$ cat src/rtl/asrv32_trap_ctrl.sv
// Writeback-stage trap sequencer: arbitrates exceptions, interrupts and MRET,
// strobes trap entry/return and holds the pipeline while it drains. Macro: ASRV32_INTERRUPT_EN.
module asrv32_trap_ctrl #(
    parameter int          FLUSH_CYCLES = 1,
    parameter logic [31:0] PC_RESET     = 32'h0000_0000
) (
    input  logic        i_clk,
    input  logic        i_rst,
    input  logic        i_ce,
    input  logic        i_stall,
    input  logic [31:0] i_pc,
    input  logic [31:0] i_instr,
    input  logic [31:0] i_fault_addr,
    input  logic        i_is_inst_illegal,
    input  logic        i_is_ecall,
    input  logic        i_is_ebreak,
    input  logic        i_is_mret,
    input  logic        i_instr_addr_misaligned,
    input  logic        i_load_addr_misaligned,
    input  logic        i_store_addr_misaligned,
    input  logic        i_mie,
    input  logic        i_meie,
    input  logic        i_mtie,
    input  logic        i_msie,
    input  logic        i_meip,
    input  logic        i_mtip,
    input  logic        i_msip,
    output logic        o_go_to_trap,
    output logic        o_return_from_trap,
    output logic        o_csr_wr,
    output logic [31:0] o_mcause,
    output logic [31:0] o_mepc,
    output logic [31:0] o_mtval,
    output logic        o_stall
);

    localparam int CNT_W = (FLUSH_CYCLES > 0) ? $clog2(FLUSH_CYCLES + 1) : 1;
    localparam logic [CNT_W-1:0] FLUSH_LOAD = CNT_W'(FLUSH_CYCLES);
    localparam logic [CNT_W-1:0] CNT_ONE    = CNT_W'(1);

    localparam logic [31:0] CAUSE_INSTR_MISALIGN = 32'd0;
    localparam logic [31:0] CAUSE_ILLEGAL        = 32'd2;
    localparam logic [31:0] CAUSE_EBREAK         = 32'd3;
    localparam logic [31:0] CAUSE_LOAD_MISALIGN  = 32'd4;
    localparam logic [31:0] CAUSE_STORE_MISALIGN = 32'd6;
    localparam logic [31:0] CAUSE_ECALL          = 32'd11;

    typedef enum logic [1:0] {
        S_IDLE       = 2'd0,
        S_TRAP_ENTER = 2'd1,
        S_RETURN     = 2'd2,
        S_DRAIN      = 2'd3
    } state_t;

    state_t           state_q, state_d;
    logic [CNT_W-1:0] cnt_q, cnt_d;
    logic [31:0]      mcause_q, mcause_d;
    logic [31:0]      mepc_q, mepc_d;
    logic [31:0]      mtval_q, mtval_d;

    logic        sample_en;
    logic        exc_any;
    logic [31:0] exc_cause;
    logic [31:0] exc_tval;
    logic        irq_any;
    logic [31:0] irq_cause;
    logic        trap_take;
    logic        ret_take;

    assign sample_en = (state_q == S_IDLE) && i_ce && !i_stall;

    assign exc_any = i_instr_addr_misaligned | i_is_inst_illegal | i_is_ebreak |
                     i_is_ecall | i_load_addr_misaligned | i_store_addr_misaligned;

    // Fixed exception priority; only the winning source supplies mtval.
    always_comb begin
        exc_cause = 32'd0;
        exc_tval  = 32'd0;
        if (i_instr_addr_misaligned) begin
            exc_cause = CAUSE_INSTR_MISALIGN;
            exc_tval  = i_fault_addr;
        end else if (i_is_inst_illegal) begin
            exc_cause = CAUSE_ILLEGAL;
            exc_tval  = i_instr;
        end else if (i_is_ebreak) begin
            exc_cause = CAUSE_EBREAK;
        end else if (i_is_ecall) begin
            exc_cause = CAUSE_ECALL;
        end else if (i_load_addr_misaligned) begin
            exc_cause = CAUSE_LOAD_MISALIGN;
            exc_tval  = i_fault_addr;
        end else if (i_store_addr_misaligned) begin
            exc_cause = CAUSE_STORE_MISALIGN;
            exc_tval  = i_fault_addr;
        end
    end

`ifdef ASRV32_INTERRUPT_EN
    logic irq_mei;
    logic irq_msi;
    logic irq_mti;

    assign irq_mei = i_meip & i_meie;
    assign irq_msi = i_msip & i_msie;
    assign irq_mti = i_mtip & i_mtie;
    assign irq_any = i_mie & ~exc_any & (irq_mei | irq_msi | irq_mti);

    always_comb begin
        irq_cause = 32'd0;
        if (irq_mei) begin
            irq_cause = 32'h8000_000B;
        end else if (irq_msi) begin
            irq_cause = 32'h8000_0003;
        end else if (irq_mti) begin
            irq_cause = 32'h8000_0007;
        end
    end
`else
    logic unused_irq_inputs;

    assign unused_irq_inputs = ^{i_mie, i_meie, i_mtie, i_msie, i_meip, i_mtip, i_msip};
    assign irq_any   = 1'b0;
    assign irq_cause = 32'd0;
`endif

    // An interrupt pending on an MRET instruction is taken as a trap instead of returning.
    assign trap_take = sample_en & (exc_any | irq_any);
    assign ret_take  = sample_en & i_is_mret & ~exc_any & ~irq_any;

    always_ff @(posedge i_clk) begin
        if (i_rst) begin
            state_q  <= S_IDLE;
            cnt_q    <= '0;
            mcause_q <= 32'd0;
            mepc_q   <= PC_RESET;
            mtval_q  <= 32'd0;
        end else begin
            state_q  <= state_d;
            cnt_q    <= cnt_d;
            mcause_q <= mcause_d;
            mepc_q   <= mepc_d;
            mtval_q  <= mtval_d;
        end
    end

    always_comb begin
        state_d = state_q;
        cnt_d   = cnt_q;
        case (state_q)
            S_IDLE: begin
                if (trap_take) begin
                    state_d = S_TRAP_ENTER;
                end else if (ret_take) begin
                    state_d = S_RETURN;
                end
            end
            S_TRAP_ENTER, S_RETURN: begin
                if (FLUSH_CYCLES > 0) begin
                    state_d = S_DRAIN;
                    cnt_d   = FLUSH_LOAD;
                end else begin
                    state_d = S_IDLE;
                end
            end
            S_DRAIN: begin
                if (cnt_q <= CNT_ONE) begin
                    state_d = S_IDLE;
                    cnt_d   = '0;
                end else begin
                    cnt_d = cnt_q - CNT_ONE;
                end
            end
            default: begin
                state_d = S_IDLE;
                cnt_d   = '0;
            end
        endcase
    end

    // CSR values are captured on the sample edge so they are valid alongside the strobe.
    always_comb begin
        mcause_d = mcause_q;
        mepc_d   = mepc_q;
        mtval_d  = mtval_q;
        if (trap_take) begin
            mepc_d = i_pc;
            if (exc_any) begin
                mcause_d = exc_cause;
                mtval_d  = exc_tval;
            end else begin
                mcause_d = irq_cause;
                mtval_d  = 32'd0;
            end
        end
    end

    always_comb begin
        o_go_to_trap       = 1'b0;
        o_return_from_trap = 1'b0;
        o_csr_wr           = 1'b0;
        o_stall            = 1'b1;
        case (state_q)
            S_IDLE:       o_stall = 1'b0;
            S_TRAP_ENTER: begin
                o_go_to_trap = 1'b1;
                o_csr_wr     = 1'b1;
            end
            S_RETURN:     o_return_from_trap = 1'b1;
            default:      o_stall = 1'b1;
        endcase
    end

    assign o_mcause = mcause_q;
    assign o_mepc   = mepc_q;
    assign o_mtval  = mtval_q;

endmodule

$ cat config.mk
export PLATFORM = sky130hd
export DESIGN_NAME = asrv32_trap_ctrl
export DESIGN_NICKNAME = d
export VERILOG_FILES = /design/src/rtl/asrv32_trap_ctrl.sv
export SDC_FILE = /design/constraint.sdc
export NUM_CORES = 1
export LEC_CHECK = 0
export ABC_AREA = 1
export CORE_MARGIN = 1.5
export CORE_UTILIZATION = 38
export CTS_CLUSTER_DIAMETER = 150
export CTS_CLUSTER_SIZE = 10
export DETAILED_ROUTE_END_ITERATION = 8
export PLACE_DENSITY = 0.86
export RECOVER_POWER = 100
export SYNTH_ARGS = -nofsm -noshare
export SYNTH_HDL_FRONTEND = slang
export SYNTH_SLANG_ARGS = --single-unit
$ cat constraint.sdc
create_clock -name i_clk -period 2.6 [get_ports i_clk]
set_input_delay 0.26 -clock i_clk [delete_from_list [all_inputs] [get_ports i_clk]]
set_output_delay 0.26 -clock i_clk [all_outputs]
set_load 0.05 [all_outputs]
# Word level (Yosys, flattened, before mapping)
# Index checks and enable logic that the tools add are counted.
[totals]
ff_bits = 99
latch_bits = 0
mem_bits_rw = 0
rom_bits = 0
word_cells = 51
memories = 0
[op_classes]
add_sub_neg = 1
mul = 0
div = 0
magnitude_cmp = 1
n_eq_ne = 5
shift = 0
n_mux = 23
bitwise = 9
n_reduce_logical = 7
[ops]
columns = ["cell", "n"]
rows = [
  ["$mux 32", 9],
  ["$mux 4", 3],
  ["$mux 2", 3],
  ["$mux 3", 2],
  ["$pmux 2 s3", 1],
  ["$or 1x1->1", 5],
  ["$eq 2x2->1 const B", 2],
  ["$mux 1", 4],
  ["$and 1x1->1", 3],
  ["$ne 3x3->1 const B", 1],
  ["$eq 2x1->1 const B", 1],
  ["$logic_and 1x1->1", 2],
  ["$logic_not 2->1", 1],
  ["$ne 2x2->1 const B", 1],
  ["$pmux 1 s2", 1],
  ["$reduce_and 2->1", 1],
  ["$reduce_bool 2->1", 1],
  ["$reduce_or 2->1", 1],
  ["$le 1x1->1 const B", 1],
  ["$logic_not 1->1", 1],
  ["$not 1->1", 1],
  ["$sub 1x1->1 const B", 1],
]

# Depth between registers and ports, before layout
[depth]
word_depth = 10
depth_mapped = 10
depth_no_buf = 8

# Worst setup path after synthesis
# Ideal clock, no wire load.
[synth_path]
path_kind = "register to register"
startpoint = "register state_q[0]"
endpoint = "register mtval_q[0], in the netlist o_mtval[0]"
setup_time_ps = 120
arrival_time_ps = 1289
slack_ps = 1191
stages_incl_launch_ff = 10
synth_period_minus_slack_ps = 1409
path_cell_list = "dfxtp_1 > inv_1 > ha_1 > nand2_1 > nor2_4 > nand2_4 > buf_8 > buf_4 > a21oi_1 > a21oi_1"
[synth_via]
elab_chain_len = 4
[synth_lines]
columns = ["element", "line", "text"]
rows = [
  ["start: declaration", "55", "state_t state_q, state_d;"],
  ["start signal: assignment", "138", "state_q <= state_d;"],
  ["$logic_not 2->1", "70", "assign sample_en = (state_q == S_IDLE) && i_ce && !i_stall;"],
  ["$logic_and 1x1->1 (2 in series)", "70", ""],
  ["$and 1x1->1", "127", "assign trap_take = sample_en & (exc_any | irq_any);"],
  ["end signal: assignment", "142", "mtval_q <= mtval_d;"],
  ["end: declaration", "59", "logic [31:0] mtval_q, mtval_d;"],
]
# Every way passes these cells.
# A chain may end at the register's enable or synchronous reset.

# Worst setup path in the final report
[layout_path]
startpoint = "register state_q[0]"
endpoint = "register mtval_q[20], in the netlist o_mtval[20]"
# Same word-level chain as after synthesis.

==> results.ini <==
[min_path]
hp-class=reg -> reg

[setup_path]
crit_path_top_delay_cell=inv_2
end_kind=flop
r2r_slack_ps=320
path_class=reg -> reg
worstPathCellList=inv_1 > ha_1 > nand2_1 > nor2_2 > nand2_4 > inv_2 > o21ai_0 > a21oi_1
crit_path_start=state_q[0]
required_ps=2850
worst-path-max-fanout=69
crit_family=buffers and inverters
cp-endpoint=o_mtval[20]
rr_startpoint=state_q[0]
cp.depth=8
path_buf_inv=2
arrival_ps=2530
timing.rr.end=o_mtval[20]
worst-r2r-cell-count=8
cpPeakStageDelay_ps=760
worst_setup_path_start_kind=flop

[cts]
cts.repair.resized=0
hold_buffers=0
cts_buffer_depth=2
post_cts_buffers=0
cts_root_buf=clkbuf_8
cts_sinks=70
clock_latency_ps=330
clkTransAtPathRegs_ps=70
numCtsBuffers=9
htreeDepth=3
cts_tree=built

[logic_synthesis]
yosysSeqAreaShare=0.452
ys_warn_count=0
synth_area_um2=3100
synth_edf_count=0
synth_area_per_cell_um2=7.73
syn_inst=401
ys_types=25
ys.flop_type=dfxtp_1
ys_seq_elements=70
synthArstFlopShare=0

[global_routing]
grt-ovfl-total=0
grt_antenna_before_repair=0
grt_pass1_vias=2951
grt_use_total=0.200
grt_pass1_wl_mm=13.9
grt_max_degree=70

[sta]
holdWs_ps=476
rsz0062_at_grt=false
setup_tns_ps=0
worst_pin_slew_ps=1170
maxSlewViolCount=0
post-route-period-util=0.875
layout_setup_ws_ps=324
setup_viol=0
finalClockSkew_ps=8.35
fmax_ghz=0.439
relSlewSlack=0.221
fin_crit_ps=2280
hold_viol=0

[floorplan]
rows=32
initial_utilization=0.397
core_um2=7810
die_x_um=93.3
io_pins=214
die_h_um=93.3
die-area_um2=8700

[layout]
area_delta_synth_final_pct=60.6
n_antenna_cell=0
seq_area_um2=1400
drive_gt1_frac=0.0559
fillers=658
final_cells=674
finalNetCount=685
multi_input_comb_area_um2=1360

[detailed_routing]
routed_wl_mm=9.04
wl_per_cell_um=13.4
drc_errors=0
num_vias=3241
vias_per_cell=4.81
drtIter0Drc=144
ant_nets=0
firstDrtPassIters=4

[place]
dpl.hpwl_mm=6.50
post-place-cells=658
numPortBuffers=178
dpl_worst_slack_ps=290
gp_congestion=0.734

[power_and_ir_drop]
powerDensity_nw_per_um2=857
peakVddDrop_mv=0.419
leakage_uw=0.00218
total_power_uw=4260

[run]
max_cap_viol_count=0

[run_status]
status=finished clean

-- where the power goes --
| group | leakage [uW] | internal (uW) | total (uW) | switching [uW] |
|---|---|---|---|---|
| Sequential | 0.000575 | 1270 | 1360 | 87.4 |
| Combinational | 0.00150 | 607 | 1940 | 1330 |
| Clock | 0.000108 | 563 | 965 | 402 |
-- layout by cell type (no fill, tap or decap) --
| cell type | Yosys | routed |
|---|---|---|
| a21oi_1 | 69 | 69 |
| a31oi_1 | 1 | 1 |
| buf_2 | 8 | 1 |
| buf_4 | 30 | 5 |
| bufinv_16 | 0 | 2 |
| clkbuf_8 | 0 | 10 |
| clkdlybuf4s50_1 | 0 | 106 |
| clkinv_2 | 0 | 2 |
| clkinvlp_4 | 0 | 2 |
| conb_1 | 1 | 28 |
| dfxtp_1 | 70 | 70 |
| dlygate4sd3_1 | 0 | 72 |
| ha_1 | 4 | 4 |
| inv_1 | 9 | 9 |
| inv_2 | 1 | 1 |
| nand2_1 | 41 | 41 |
| nand2_4 | 1 | 1 |
| nand3_1 | 4 | 4 |
| nand3_2 | 1 | 1 |
| nand3b_1 | 2 | 2 |
| nor2_1 | 67 | 66 |
| nor2_2 | 1 | 3 |
| nor2_4 | 3 | 2 |
| o21ai_0 | 66 | 66 |
| o21ai_1 | 2 | 2 |
| o21ai_2 | 1 | 1 |
| or2_2 | 1 | 1 |
-- final cells by class --
| cell class | count | share of cell area |
|---|---|---|
| Inverter | 10 | 0.00755 |
| Clock inverter | 6 | 0.0171 |
| Sequential cell | 70 | 0.282 |
| Multi-Input combinational cell | 292 | 0.274 |
| Tap cell | 102 | 0.0257 |
| Timing Repair Buffer | 184 | 0.367 |
| Clock buffer | 10 | 0.0277 |
-- worst reg2reg max path: stages, from the launching register on --
cell	delay [ps]
dfxtp_1	340
inv_1	110
ha_1	180
nand2_1	70
nor2_2	200
nand2_4	70
inv_2	760
o21ai_0	280
a21oi_1	180
-- worst min path at each step --
stage	startpoint	endpoint	slack, ps	cells past startpoint
final	o_mcause[0]	o_mcause[0]	480	2
after floorplan	i_rst	o_mcause[0]	330	1
after CTS	i_fault_addr[31]	o_mtval[31]	470	3
after global routing	i_fault_addr[30]	o_mtval[30]	490	3
after global placement	o_mcause[0]	o_mcause[0]	450	2
after detailed placement	o_mepc[2]	o_mepc[2]	470	2
-- metal layers --
layer | wire, um | vias up | track usage
li1 | - | 1607 | -
met1 | 3580 | 1464 | 0.227
met2 | 4400 | 152 | 0.348
met3 | 850 | 18 | 0.0610
met4 | 210 | 0 | 0.0770
met5 | 0 | - | 0
-- cell usage after synthesis (2+ instances only) --
| master | instances | area [um2] |
|---|---|---|
| clkbuf_1 | 8 | 30.0 |
| a21oi_1 | 69 | 345 |
| dfxtp_1 | 70 | 1400 |
| nor2_1 | 67 | 251 |
| buf_6 | 5 | 56.3 |
| inv_1 | 9 | 33.8 |
| clkbuf_2 | 3 | 15.0 |
| nand3_1 | 4 | 20.0 |
| buf_2 | 8 | 40.0 |
| ha_1 | 4 | 50.1 |
| nor2_4 | 3 | 33.8 |
| buf_8 | 2 | 30.0 |
| o21ai_0 | 66 | 330 |
| o21ai_1 | 2 | 10.0 |
| nand2_1 | 41 | 154 |
| buf_4 | 30 | 225 |
| nand3b_1 | 2 | 15.0 |
-- cells by family (layout without fill, tap and decap cells) --
group	Yosys count	after routing	share of synthesized area
adders and majority gates	4	4	0.0162
and+or+nand+nor	121	121	0.164
buffers and inverters	66	210	0.140
DFF	70	70	0.452
other	1	28	0.00121
AOI/OAI and AO/OA	139	139	0.226
-- state kept, by name, indices dropped and copies added, names as in the netlist --
register  cells
o_mepc       32
o_mtval      32
o_mcause      4
state_q       2
-- through the flow --
| step | util | area [um2] |
|---|---|---|
| final | 0.637 | 4970 |
| after global routing | 0.637 | 4970 |
| after CTS | 0.638 | 4980 |
| after detailed placement | 0.610 | 4760 |
| after global placement | 0.610 | 4760 |
| after floorplan | - | 3200 |
Power figures use the tool's default switching activity.
